[src/rtl/nombre_scroller_if.sv]
// Control and display bus between the name scroller and its environment.
// The slave side is the scroller itself: it takes the controls and drives the digit indices.
interface nombre_scroller_if;
    logic        en;
    logic        mode;
    logic        dir;
    logic        step;
    logic [15:0] digits;
    logic        tick;
    logic        wrap;

    modport slave (
        input  en,
        input  mode,
        input  dir,
        input  step,
        output digits,
        output tick,
        output wrap
    );

    modport master (
        output en,
        output mode,
        output dir,
        output step,
        input  digits,
        input  tick,
        input  wrap
    );
endinterface

[src/rtl/nombre_scroller.sv]
// Scrolls a NAME_LEN-letter name across a four-digit 7-segment window.
// Each digit receives a letter index, or 4'hF for blank.
module nombre_scroller #(
    parameter int DIV      = 50000000,
    parameter int NAME_LEN = 8
) (
    input  logic               clk,
    input  logic               rst,
    nombre_scroller_if.slave   bus
);

    localparam int              PW    = (DIV > 2) ? $clog2(DIV) : 1;
    localparam logic [PW-1:0]   TERM  = PW'(DIV - 1);
    localparam logic [3:0]      LAST  = 4'(NAME_LEN + 2);
    localparam logic signed [5:0] MAX_L = 6'(NAME_LEN - 1);

    // The letter index is formed in signed 6-bit arithmetic so that pos-k never aliases below zero.
    function automatic logic [15:0] f_window(input logic [3:0] pos);
        logic [15:0]       v;
        logic signed [5:0] l;
        v = 16'hFFFF;
        for (int k = 0; k < 4; k++) begin
            l = $signed({2'b00, pos}) - $signed(6'(k));
            if ((l >= 6'sd0) && (l <= MAX_L)) begin
                v[4*k +: 4] = l[3:0];
            end else begin
                v[4*k +: 4] = 4'hF;
            end
        end
        return v;
    endfunction

    logic [PW-1:0] r_presc;
    logic [3:0]    r_pos;
    logic          r_s1;
    logic          r_s2;
    logic          r_s3;
    logic          r_tick;
    logic          r_wrap;
    logic [15:0]   r_digits;

    logic          w_term;
    logic          w_edge;
    logic          w_adv;
    logic [3:0]    w_pos_nxt;
    logic          w_wraps;

    // Advance decision and next position.
    always_comb begin
        w_term    = 1'b0;
        w_edge    = 1'b0;
        w_adv     = 1'b0;
        w_pos_nxt = r_pos;
        w_wraps   = 1'b0;

        w_term = (r_presc == TERM);
        w_edge = r_s2 & ~r_s3;

        if (bus.mode) begin
            w_adv = bus.en & w_edge;
        end else begin
            w_adv = bus.en & w_term;
        end

        if (bus.dir) begin
            if (r_pos == 4'd0) begin
                w_pos_nxt = LAST;
                w_wraps   = 1'b1;
            end else if (r_pos > LAST) begin
                w_pos_nxt = LAST;
                w_wraps   = 1'b0;
            end else begin
                w_pos_nxt = r_pos - 4'd1;
                w_wraps   = 1'b0;
            end
        end else begin
            if (r_pos >= LAST) begin
                w_pos_nxt = 4'd0;
                w_wraps   = 1'b1;
            end else begin
                w_pos_nxt = r_pos + 4'd1;
                w_wraps   = 1'b0;
            end
        end
    end

    // Step button synchronizer and edge-delay stage; keeps tracking even while disabled.
    always_ff @(posedge clk) begin
        if (rst) begin
            r_s1 <= 1'b0;
            r_s2 <= 1'b0;
            r_s3 <= 1'b0;
        end else begin
            r_s1 <= bus.step;
            r_s2 <= r_s1;
            r_s3 <= r_s2;
        end
    end

    // Auto-scroll prescaler and its terminal-count pulse.
    always_ff @(posedge clk) begin
        if (rst) begin
            r_presc <= '0;
            r_tick  <= 1'b0;
        end else if (bus.mode) begin
            r_presc <= '0;
            r_tick  <= 1'b0;
        end else if (bus.en) begin
            if (w_term) begin
                r_presc <= '0;
                r_tick  <= 1'b1;
            end else begin
                r_presc <= r_presc + PW'(1);
                r_tick  <= 1'b0;
            end
        end else begin
            r_presc <= r_presc;
            r_tick  <= 1'b0;
        end
    end

    // Window position and wrap pulse.
    always_ff @(posedge clk) begin
        if (rst) begin
            r_pos  <= 4'd0;
            r_wrap <= 1'b0;
        end else if (w_adv) begin
            r_pos  <= w_pos_nxt;
            r_wrap <= w_wraps;
        end else begin
            r_pos  <= r_pos;
            r_wrap <= 1'b0;
        end
    end

    // Digit indices follow the position one cycle later.
    always_ff @(posedge clk) begin
        if (rst) begin
            r_digits <= 16'hFFF0;
        end else begin
            r_digits <= f_window(r_pos);
        end
    end

    assign bus.digits = r_digits;
    assign bus.tick   = r_tick;
    assign bus.wrap   = r_wrap;

endmodule

[src/flat_wrapper.sv]
// flat-port wrapper written by rule: the top's interface ports become plain ports
module nombre_scroller_flat 
#(
    parameter int DIV      = 50000000,
    parameter int NAME_LEN = 8
)
  (clk, rst, bus_en, bus_mode, bus_dir, bus_step, bus_digits, bus_tick, bus_wrap);
  nombre_scroller_if bus_i ();
  input  logic clk;
  input  logic rst;
  input wire logic [$bits(bus_i.en)-1:0] bus_en;
  input wire logic [$bits(bus_i.mode)-1:0] bus_mode;
  input wire logic [$bits(bus_i.dir)-1:0] bus_dir;
  input wire logic [$bits(bus_i.step)-1:0] bus_step;
  output wire logic [$bits(bus_i.digits)-1:0] bus_digits;
  output wire logic [$bits(bus_i.tick)-1:0] bus_tick;
  output wire logic [$bits(bus_i.wrap)-1:0] bus_wrap;
  assign bus_i.en = bus_en;
  assign bus_i.mode = bus_mode;
  assign bus_i.dir = bus_dir;
  assign bus_i.step = bus_step;
  assign bus_digits = bus_i.digits;
  assign bus_tick = bus_i.tick;
  assign bus_wrap = bus_i.wrap;
  nombre_scroller #(.DIV(DIV), .NAME_LEN(NAME_LEN)) u_core (.clk(clk), .rst(rst), .bus(bus_i));
endmodule
[config.mk]
export PLATFORM = sky130hd
export DESIGN_NAME = nombre_scroller_flat
export DESIGN_NICKNAME = d
export VERILOG_FILES = /design/src/rtl/nombre_scroller_if.sv /design/src/rtl/nombre_scroller.sv /design/src/flat_wrapper.sv
export SDC_FILE = /design/constraint.sdc
export NUM_CORES = 1
export LEC_CHECK = 0
export BUFFER_PORTS_ARGS = -buffer_cell sky130_fd_sc_hd__buf_2
export CAP_MARGIN = 30
export CORE_MARGIN = 4
export CORE_UTILIZATION = 62
export DETAILED_ROUTE_END_ITERATION = 16
export GPL_ROUTABILITY_DRIVEN = 1
export PLACE_DENSITY_LB_ADDON = 0.15
export SLEW_MARGIN = 5
export SYNTH_ARGS = -nofsm -noshare
export SYNTH_HDL_FRONTEND = slang
export SYNTH_SLANG_ARGS = --single-unit
[constraint.sdc]
create_clock -name clk -period 3.1 [get_ports clk]
set_clock_uncertainty 0.2 [all_clocks]
set_input_delay 0.62 -clock clk [delete_from_list [all_inputs] [get_ports clk]]
set_output_delay 0.62 -clock clk [all_outputs]
set_load 0.02 [all_outputs]
# Yosys cells after proc, flatten, opt, wreduce, memory -nomap -nowiden

Index checks and enable logic that the tools add are counted.

Register bits: 51
Input port bits: 6

Add/subtract/negate cells: 6
Magnitude comparators: 10
Equal/unequal tests: 1
Muxes and demuxes: 11
Bitwise gates (word level): 9
Reduce and logical (&&, ||, !) cells: 11

Operators by type and width:

| cell                                                                                 | number |
|---|---|
| 26-bit by 1-bit adder with 26-bit output (second input constant)                     | 1 |
| 26-bit equality test (second input constant)                                         | 1 |
| 26-bit two-way mux                                                                   | 1 |
| 4-bit two-way mux                                                                    | 5 |
| 6-bit by 1-bit greater-or-equal comparator with 1-bit output (second input constant) | 3 |
| 6-bit by 4-bit <= comparator with 1-bit output (second input constant)               | 3 |
| 2-bit OR reduction                                                                   | 5 |
| 4-bit by 2-bit subtractor with 5-bit output (second input constant)                  | 2 |
| 1-bit inverter                                                                       | 6 |
| 1-bit two-way mux                                                                    | 5 |
| 4-bit by 1-bit subtractor with 5-bit output (second input constant)                  | 1 |
| 4-bit by 1-bit adder with 4-bit output (second input constant)                       | 1 |
| 4-bit by 1-bit greater-or-equal comparator with 1-bit output (second input constant) | 1 |
| 4-bit greater-or-equal comparator (second input constant)                            | 1 |
| 4-bit > comparator (second input constant)                                           | 1 |
| 4-bit by 3-bit <= comparator with 1-bit output (second input constant)               | 1 |
| 1-bit logical AND                                                                    | 4 |
| 4-bit logical NOT                                                                    | 1 |
| 4-bit by 1-bit subtractor with 4-bit output (second input constant)                  | 1 |
| 1-bit AND                                                                            | 3 |
| 3-bit OR reduction                                                                   | 1 |

# Depth between registers and ports, before layout

Gate-level depths: netlist (run 1).

Depth after elaboration: 6
Mapped depth: 8
Gate-level depth less buffers: 7

# Worst setup path after synthesis (run 1)

OpenSTA, ideal clock, no wires.

Kind: register to register
From: reg u_core.r_pos[2]
To: reg u_core.r_pos[3]
Library setup time: 0.086 ns
Arrival time: 1.791 ns
Data required time: 2.814 ns
Slack: 1.023 ns
Cell stages (with the launch flop): 9
Buffers on the path: 1
Period minus slack after synthesis: 2.077 ns
Path through: dfxtp_1 buf_1 inv_1 ha_1 a21boi_0 a211oi_1 a31oi_1 nor3_1 a211oi_1

Word-level cells in the longest chain between the ends: 4
Elaborated cells on any way between the ends: 9
Those cells by class: add/sub (2); order compare (2); mux (4); reduce/logical (1)

RTL lines:

| item                                                                                     | RTL line                                     | RTL |
|---|---|---|
| start, declared                                                                          | nombre_scroller.sv:34                        | `logic [3:0] r_pos;` |
| start signal, assigned                                                                   | nombre_scroller.sv:128                       | `r_pos <= w_pos_nxt;` |
| start signal, assigned                                                                   | nombre_scroller.sv:131                       | `r_pos <= r_pos;` |
| 4-bit by 1-bit subtractor with 4-bit output / 4-bit > comparator (equally long branches) | nombre_scroller.sv:73, nombre_scroller.sv:69 |  |
| 4-bit two-way mux                                                                        | nombre_scroller.sv:69                        | `end else if (r_pos > LAST) begin` |
| 4-bit two-way mux                                                                        | nombre_scroller.sv:66                        | `if (r_pos == 4'd0) begin` |
| 4-bit two-way mux *                                                                      | nombre_scroller.sv:65                        | `if (bus.dir) begin` |

Mark *: on every way between the ends. The rest lies on a longest branch, timed or not.
A chain may end at the register's enable or synchronous reset.

# Worst setup path in the final report (run 1)

From: reg u_core.r_presc[0]
To: reg u_core.r_presc[25]

Word-level cells in the longest chain between the ends: 2
Elaborated cells on any way between the ends: 3
Those cells by class: add/sub (1); eq/ne (1); mux (1)

RTL lines:

| item                                                                                    | RTL line                                      | RTL |
|---|---|---|
| start, declared                                                                         | nombre_scroller.sv:33                         | `logic [PW-1:0] r_presc;` |
| start signal, assigned                                                                  | nombre_scroller.sv:113                        | `r_presc <= r_presc + PW'(1);` |
| start signal, assigned                                                                  | nombre_scroller.sv:117                        | `r_presc <= r_presc;` |
| 26-bit by 1-bit adder with 26-bit output / 26-bit equality test (equally long branches) | nombre_scroller.sv:113, nombre_scroller.sv:56 |  |
| 26-bit two-way mux *                                                                    | nombre_scroller.sv:109                        | `if (w_term) begin` |

Marks and branches as above.

==> results of run 1 <==
==> cell usage after synthesis, drive strengths merged, types with 6 or more instances <==
cell	instances
dfxtp	51
nor2	40
nand2	24
xnor2	19
inv	12
nor3	11
a21oi	10
ha	8
nand4	8
xor2	7
nand3	6
==> worst paths after layout <==
kind,to,slack (ns),cells after the start
worst max-delay path,u_core.r_presc[25],0.79,7
worst min-delay path,u_core.r_s2,0.26,1
worst max register to register,u_core.r_presc[25],0.79,7
worst min register to register,u_core.r_s2,0.26,1
==> worst max-delay path, stage by stage, from the launching register on <==
cell	delay (ns)
dfxtp_1	0.41
ha_1	0.21
nor3b_1	0.18
and4_2	0.27
and3_1	0.21
a211o_1	0.35
buf_4	0.28
nor2_1	0.08
==> metal layers <==
metal	vias up	track usage (%)	share of wire [%]
met5	-	0	0
met4	0	7.06	1.1
met3	6	5.67	3.5
met2	34	35.4	50
met1	824	22.9	46
li1	919	-	-
==> layout make-up <==
class	instances	area, um2	share of cell area, %
Sequential cell	51	1020	40.9
Inverter	12	45.0	1.80
Timing Repair Buffer	25	130	5.21
Clock inverter	3	23.8	0.952
Clock buffer	5	68.8	2.76
Multi-Input combinational cell	184	1150	46.1
Tap cell	46	57.6	2.31
==> metrics by stage <==
stage          cell area, um2  utilization, %  std cells  power [mW]
5_1_grt                  2500            72.0        326        1.14
6_report                 2500            72.0        326        1.09
2_1_floorplan            2300               -        256       0.716
3_5_place_dp             2400            69.3        318       0.724
4_1_cts                  2500            72.0        326        1.11
3_3_place_gp             2400            69.3        318       0.723
==> cell families after synthesis <==
logic type / Yosys count / synth area share (%)
adder cells (fa/ha/maj): 8 / 4.36
flip-flops: 51 / 44.4
multiplexers: 1 / 0.436
buffers and inverters: 21 / 5.50
XOR/XNOR: 26 / 9.91
AND/OR/NAND/NOR: 119 / 26.5
AO/OA/AOI/OAI: 30 / 8.88
==> state kept, by name, summed over array words and instances, names as in the netlist <==
| name | flops |
|---|---|
| u_core.r_pos | 4 |
| u_core.r_s1 | 1 |
| u_core.bus.tick | 1 |
| u_core.r_s2 | 1 |
| u_core.r_s3 | 1 |
| u_core.bus.wrap | 1 |
| u_core.bus.digits | 16 |
| u_core.r_presc | 26 |
==> where the power goes <==
group	total (mW)	switching (mW)	internal, mW	leakage (nW)
registers	0.664	0.00419	0.660	0.412
clock network	0.383	0.221	0.162	0.0408
logic	0.0453	0.0294	0.0159	0.419
total	1.09	0.255	0.837	0.872
==> flow_summary.yaml, run 1 <==
run_status:
  status: "finished clean"
synth:
  yosys_warnings: 0
  synthesis.area_um2: 2300
  synth_top_area_share_pct: 44.4
  yosys.area.top_type: "dfxtp_1"
  synthArstFlopShare_pct: 0
  yosysSeqAreaShare_pct: 44.4
  synth.avg_cell_area_um2: 8.97
  synth.distinct_cells: 44
  ys.flop_type: "dfxtp_1"
  syn-instance-count: 256
  synthTopCellsByArea: "dfxtp_1 44%, xnor2_1 7.2%, nor2_1 6.5%"
  syn-num-nets: 270
  synth_edf_count: 0
  ys_ff_latch: 51
final_layout:
  nFillCells: 287
  layout_common_cells: "51 x dfxtp_1, 40 x nor2_1, 24 x nand2_1"
  drive_gt1_share_pct: 14.6
  nets: 293
  final_common_cell: "dfxtp_1"
  area_growth_syn_to_layout_pct: 8.66
  diodes: 0
placement:
  place.port_buffers: 23
  hpwl_um: 2890
  place_congestion: 0.858
  pre_cts_slack_ns: 0.770
grt:
  grt_start_max_net_pins: 20
  grt_usage_pct: 20.0
  antenna_found_initial: 0
  grt_pass1_wl_um: 7160
  gr-total-overflow: 0
  grt_pass1_vias: 1692
cts:
  cts_tree: "done"
  ctsHoldBuffers: 0
  clock_latency_ns: 0.30
  cts.sinks: 51
  clk_path_buf_depth: 2
  cts_root_buf: "clkbuf_8"
  h-tree-depth: 2
  clkTransAtPathRegs_ns: 0.09
  cts.repair.resized: 0
  cts_setup_buffers: 0
  cts_buffers: 5
sta:
  worst_pin_slew_ns: 0.425
  whs_ns: 0.259
  setup_violations: 0
  slew_viol_final: 0
  maxSlewHeadroom_pct: 71.4
  period_minus_slack_ns: 2.31
  tns_ns: 0
  hold_viol_final: 0
  finalCritPeriodShare_pct: 74.5
  fmax_mhz: 433
  setup_ws_ns: 0.791
  rsz0062_at_grt: "no"
floorplanning:
  die_w_um: 68.9
  coreArea_um2: 3470
  pin_count: 24
  fp.dieH_um: 68.9
  fp.dieArea_um2: 4740
  start_util_pct: 66.2
  rows: 21
drt:
  remaining_drc_errors: 0
  ant_nets: 0
  drt_pass1_iterations: 4
  detail_route.wl_per_cell_um: 12.6
  via_count: 1783
  drt_wl_total_um: 4110
  vias_per_cell: 5.47
  first_iter_violations: 148
pwr:
  leakagePower_nw: 0.872
  power_density_nw_per_um2: 437
  ir_drop_uv: 315
hold_path:
  hold_class: "reg2reg"
  hold_start: "u_core.r_s1"
critical_path:
  end_kind: "flop"
  critical_path_required_ns: 3.09
  worstSetupPathType: "reg2reg"
  cp.arrival_ns: 2.30
  critical_path.startpoint_type: "flop"
  cp-startpoint: "u_core.r_presc[0]"
  crit_fanout: 16
  r2r-start: "u_core.r_presc[0]"
flow_run:
  maxCapViolCount: 0
Note: power is estimated with default switching activity, not from simulation.
==> run 2, diff against run 1 <==
- CORE_UTILIZATION: 62 -> 52
- clock period: 3.1 -> 1.9 ns (I/O delays scaled with it)
==> run 2 against run 1 <==
  * The flow now finishes with violations (setup timing)
  * Global-route usage shrank 0.63 points
  * Clock power grew 69%
  * Design area increased by 19%
  * Core utilization is 0.32 points lower
  * Worst hold slack lost 0.18 ns
  * Total power rose by 67%
  * Sequential share of layout area fell by 6.1 points
  * Critical path depth is 1 lower
  * Clock-buffer cell count unchanged
  * Non-clock buffer count increased by 45
  * Combinational power rose by 120%
  * Register-to-register slack worse by 0.79 ns
==> flow_summary.yaml, run 2 (same netlist as run 1, synthesis figures left out) <==
run_status:
  status: "finished with violations"
  violations: "setup timing"
cts:
  clkTransAtPathRegs_ns: 0.10
  ctsHoldBuffers: 0
  cts_buffers: 5
  clk_path_buf_depth: 2
  cts_tree: "done"
  h-tree-depth: 2
  clock_latency_ns: 0.31
  cts_root_buf: "clkbuf_8"
  cts.sinks: 51
critical_path:
  cp.arrival_ns: 1.95
  crit_fanout: 4
  cp-startpoint: "u_core.r_presc[0]"
  critical_path.startpoint_type: "flop"
  r2r-start: "u_core.r_presc[0]"
  end_kind: "flop"
  critical_path_required_ns: 1.95
  worstSetupPathType: "reg2reg"
drt:
  wl_met1_um: 2180
  wl_met2_um: 2530
  vias_per_cell: 5.34
  detail_route.wl_per_cell_um: 13.3
  remaining_drc_errors: 0
  drt_wl_total_um: 4980
  wl_met3_um: 212
  first_iter_violations: 111
  drt_pass1_iterations: 4
  ant_nets: 0
  highest_layer: "met4"
  via_count: 2001
final_layout:
  final_common_cell: "buf_4"
  largest_reg_flops: 26
  drive_gt1_share_pct: 32.9
  area_growth_syn_to_layout_pct: 29.2
  diodes: 0
  regMostFlops: "u_core.r_presc"
  layout_common_cells: "46 x buf_4, 41 x dfxtp_1, 38 x nor2_1"
  nets: 338
sta:
  hold_viol_final: 0
  finalCritPeriodShare_pct: 100
  fmax_mhz: 525
  whs_ns: 0.0791
  maxSlewHeadroom_pct: 76.5
  period_minus_slack_ns: 1.90
  worst_pin_slew_ns: 0.349
  tns_ns: -0.00336
  setup_violations: 1
  rsz0062_at_grt: "yes"
  setup_ws_ns: -0.00336
  slew_viol_final: 0
pwr:
  ir_drop_uv: 318
  leakagePower_nw: 1.14
  power_density_nw_per_um2: 616
  total_power_mw: 1.83
floorplanning:
  pin_count: 24
  die_w_um: 74.5
  rows: 23
  fp.dieArea_um2: 5550
  fp.dieH_um: 74.5
  start_util_pct: 55.4
  coreArea_um2: 4140
placement:
  hpwl_um: 3600
  pre_cts_slack_ns: -0.0406
  place_congestion: 0.878
  place.port_buffers: 23
grt:
  grt_start_max_net_pins: 26
  antenna_found_initial: 0
  grt_pass1_vias: 1901
  grt_usage_pct: 19.4
  gr-total-overflow: 0
  grt_pass1_wl_um: 8300
hold_path:
  hold_class: "in2reg"
  hold_start: "bus_step"
flow_run:
  maxCapViolCount: 0
==> run 2: cell count changes in the layout (fill, tap and decap cells not counted), moves of 2 or more <==
cell / before / now
a21boi_0: 2 / 0
buf_4: 2 / 46
dfxtp_1: 51 / 41
dfxtp_2: 0 / 10
ha_1: 8 / 5
ha_2: 0 / 2
nor2_1: 40 / 38
nor2_2: 0 / 2
nor4_1: 4 / 2
nor4_4: 0 / 2
==> run 2: final timing paths <==
check             slack (ns)         endpoint  cells past startpoint
setup reg to reg      -0.003  u_core.r_pos[0]                      6
hold / removal          0.08      u_core.r_s1                      2
hold reg to reg         0.25      u_core.r_s2                      1
setup / recovery      -0.003  u_core.r_pos[0]                      6
==> run 2: worst max-delay path, cell delays in order (launching register included) <==
cell	delay (ns)
dfxtp_2	0.36
ha_4	0.13
nor3b_2	0.15
and4_4	0.26
a32oi_4	0.07
or4_1	0.53
a21oi_1	0.14
==> run 2: power by group <==
| part | switching (mW) | leakage [nW] | internal [mW] |
|---|---|---|---|
| combinational | 0.0568 | 0.686 | 0.0415 |
| clock | 0.385 | 0.0408 | 0.264 |
| sequential | 0.00412 | 0.417 | 1.08 |
| total | 0.446 | 1.14 | 1.38 |
==> run 2: what timing repair did <==
item / 4_1_cts / 5_1_grt
endpoints found under the setup margin: 2 / 30
cloned: 0 / 0
resized for setup: 3 / 27
pin swaps: 1 / 6
setup buffers: 0 / 2
==> run 2: layer usage <==
metal | GRT usage (%) | up-vias
li1 | - | 1018
met1 | 23.6 | 939
met2 | 32.7 | 37
met3 | 4.59 | 7
met4 | 8.10 | 0
met5 | 0 | -
==> run 2: final cells by class <==
type                    instances  area [um2]
clock buffers                   5        68.8
clock inverters                 3        23.8
well taps                      50        62.6
fillers                       329        1170
flip-flops and latches         51        1030
repair buffers                 70         480
multi-input cells             184        1250
inverters                      12        45.0
==> run 2: stage by stage <==
step           cells  utilization, %  area [um2]
6_report         375            71.6        2970
5_1_grt          375            71.6        2970
4_1_cts          373            68.8        2850
3_5_place_dp     365            66.3        2750
3_3_place_gp     365            66.3        2750
2_1_floorplan    256               -        2300
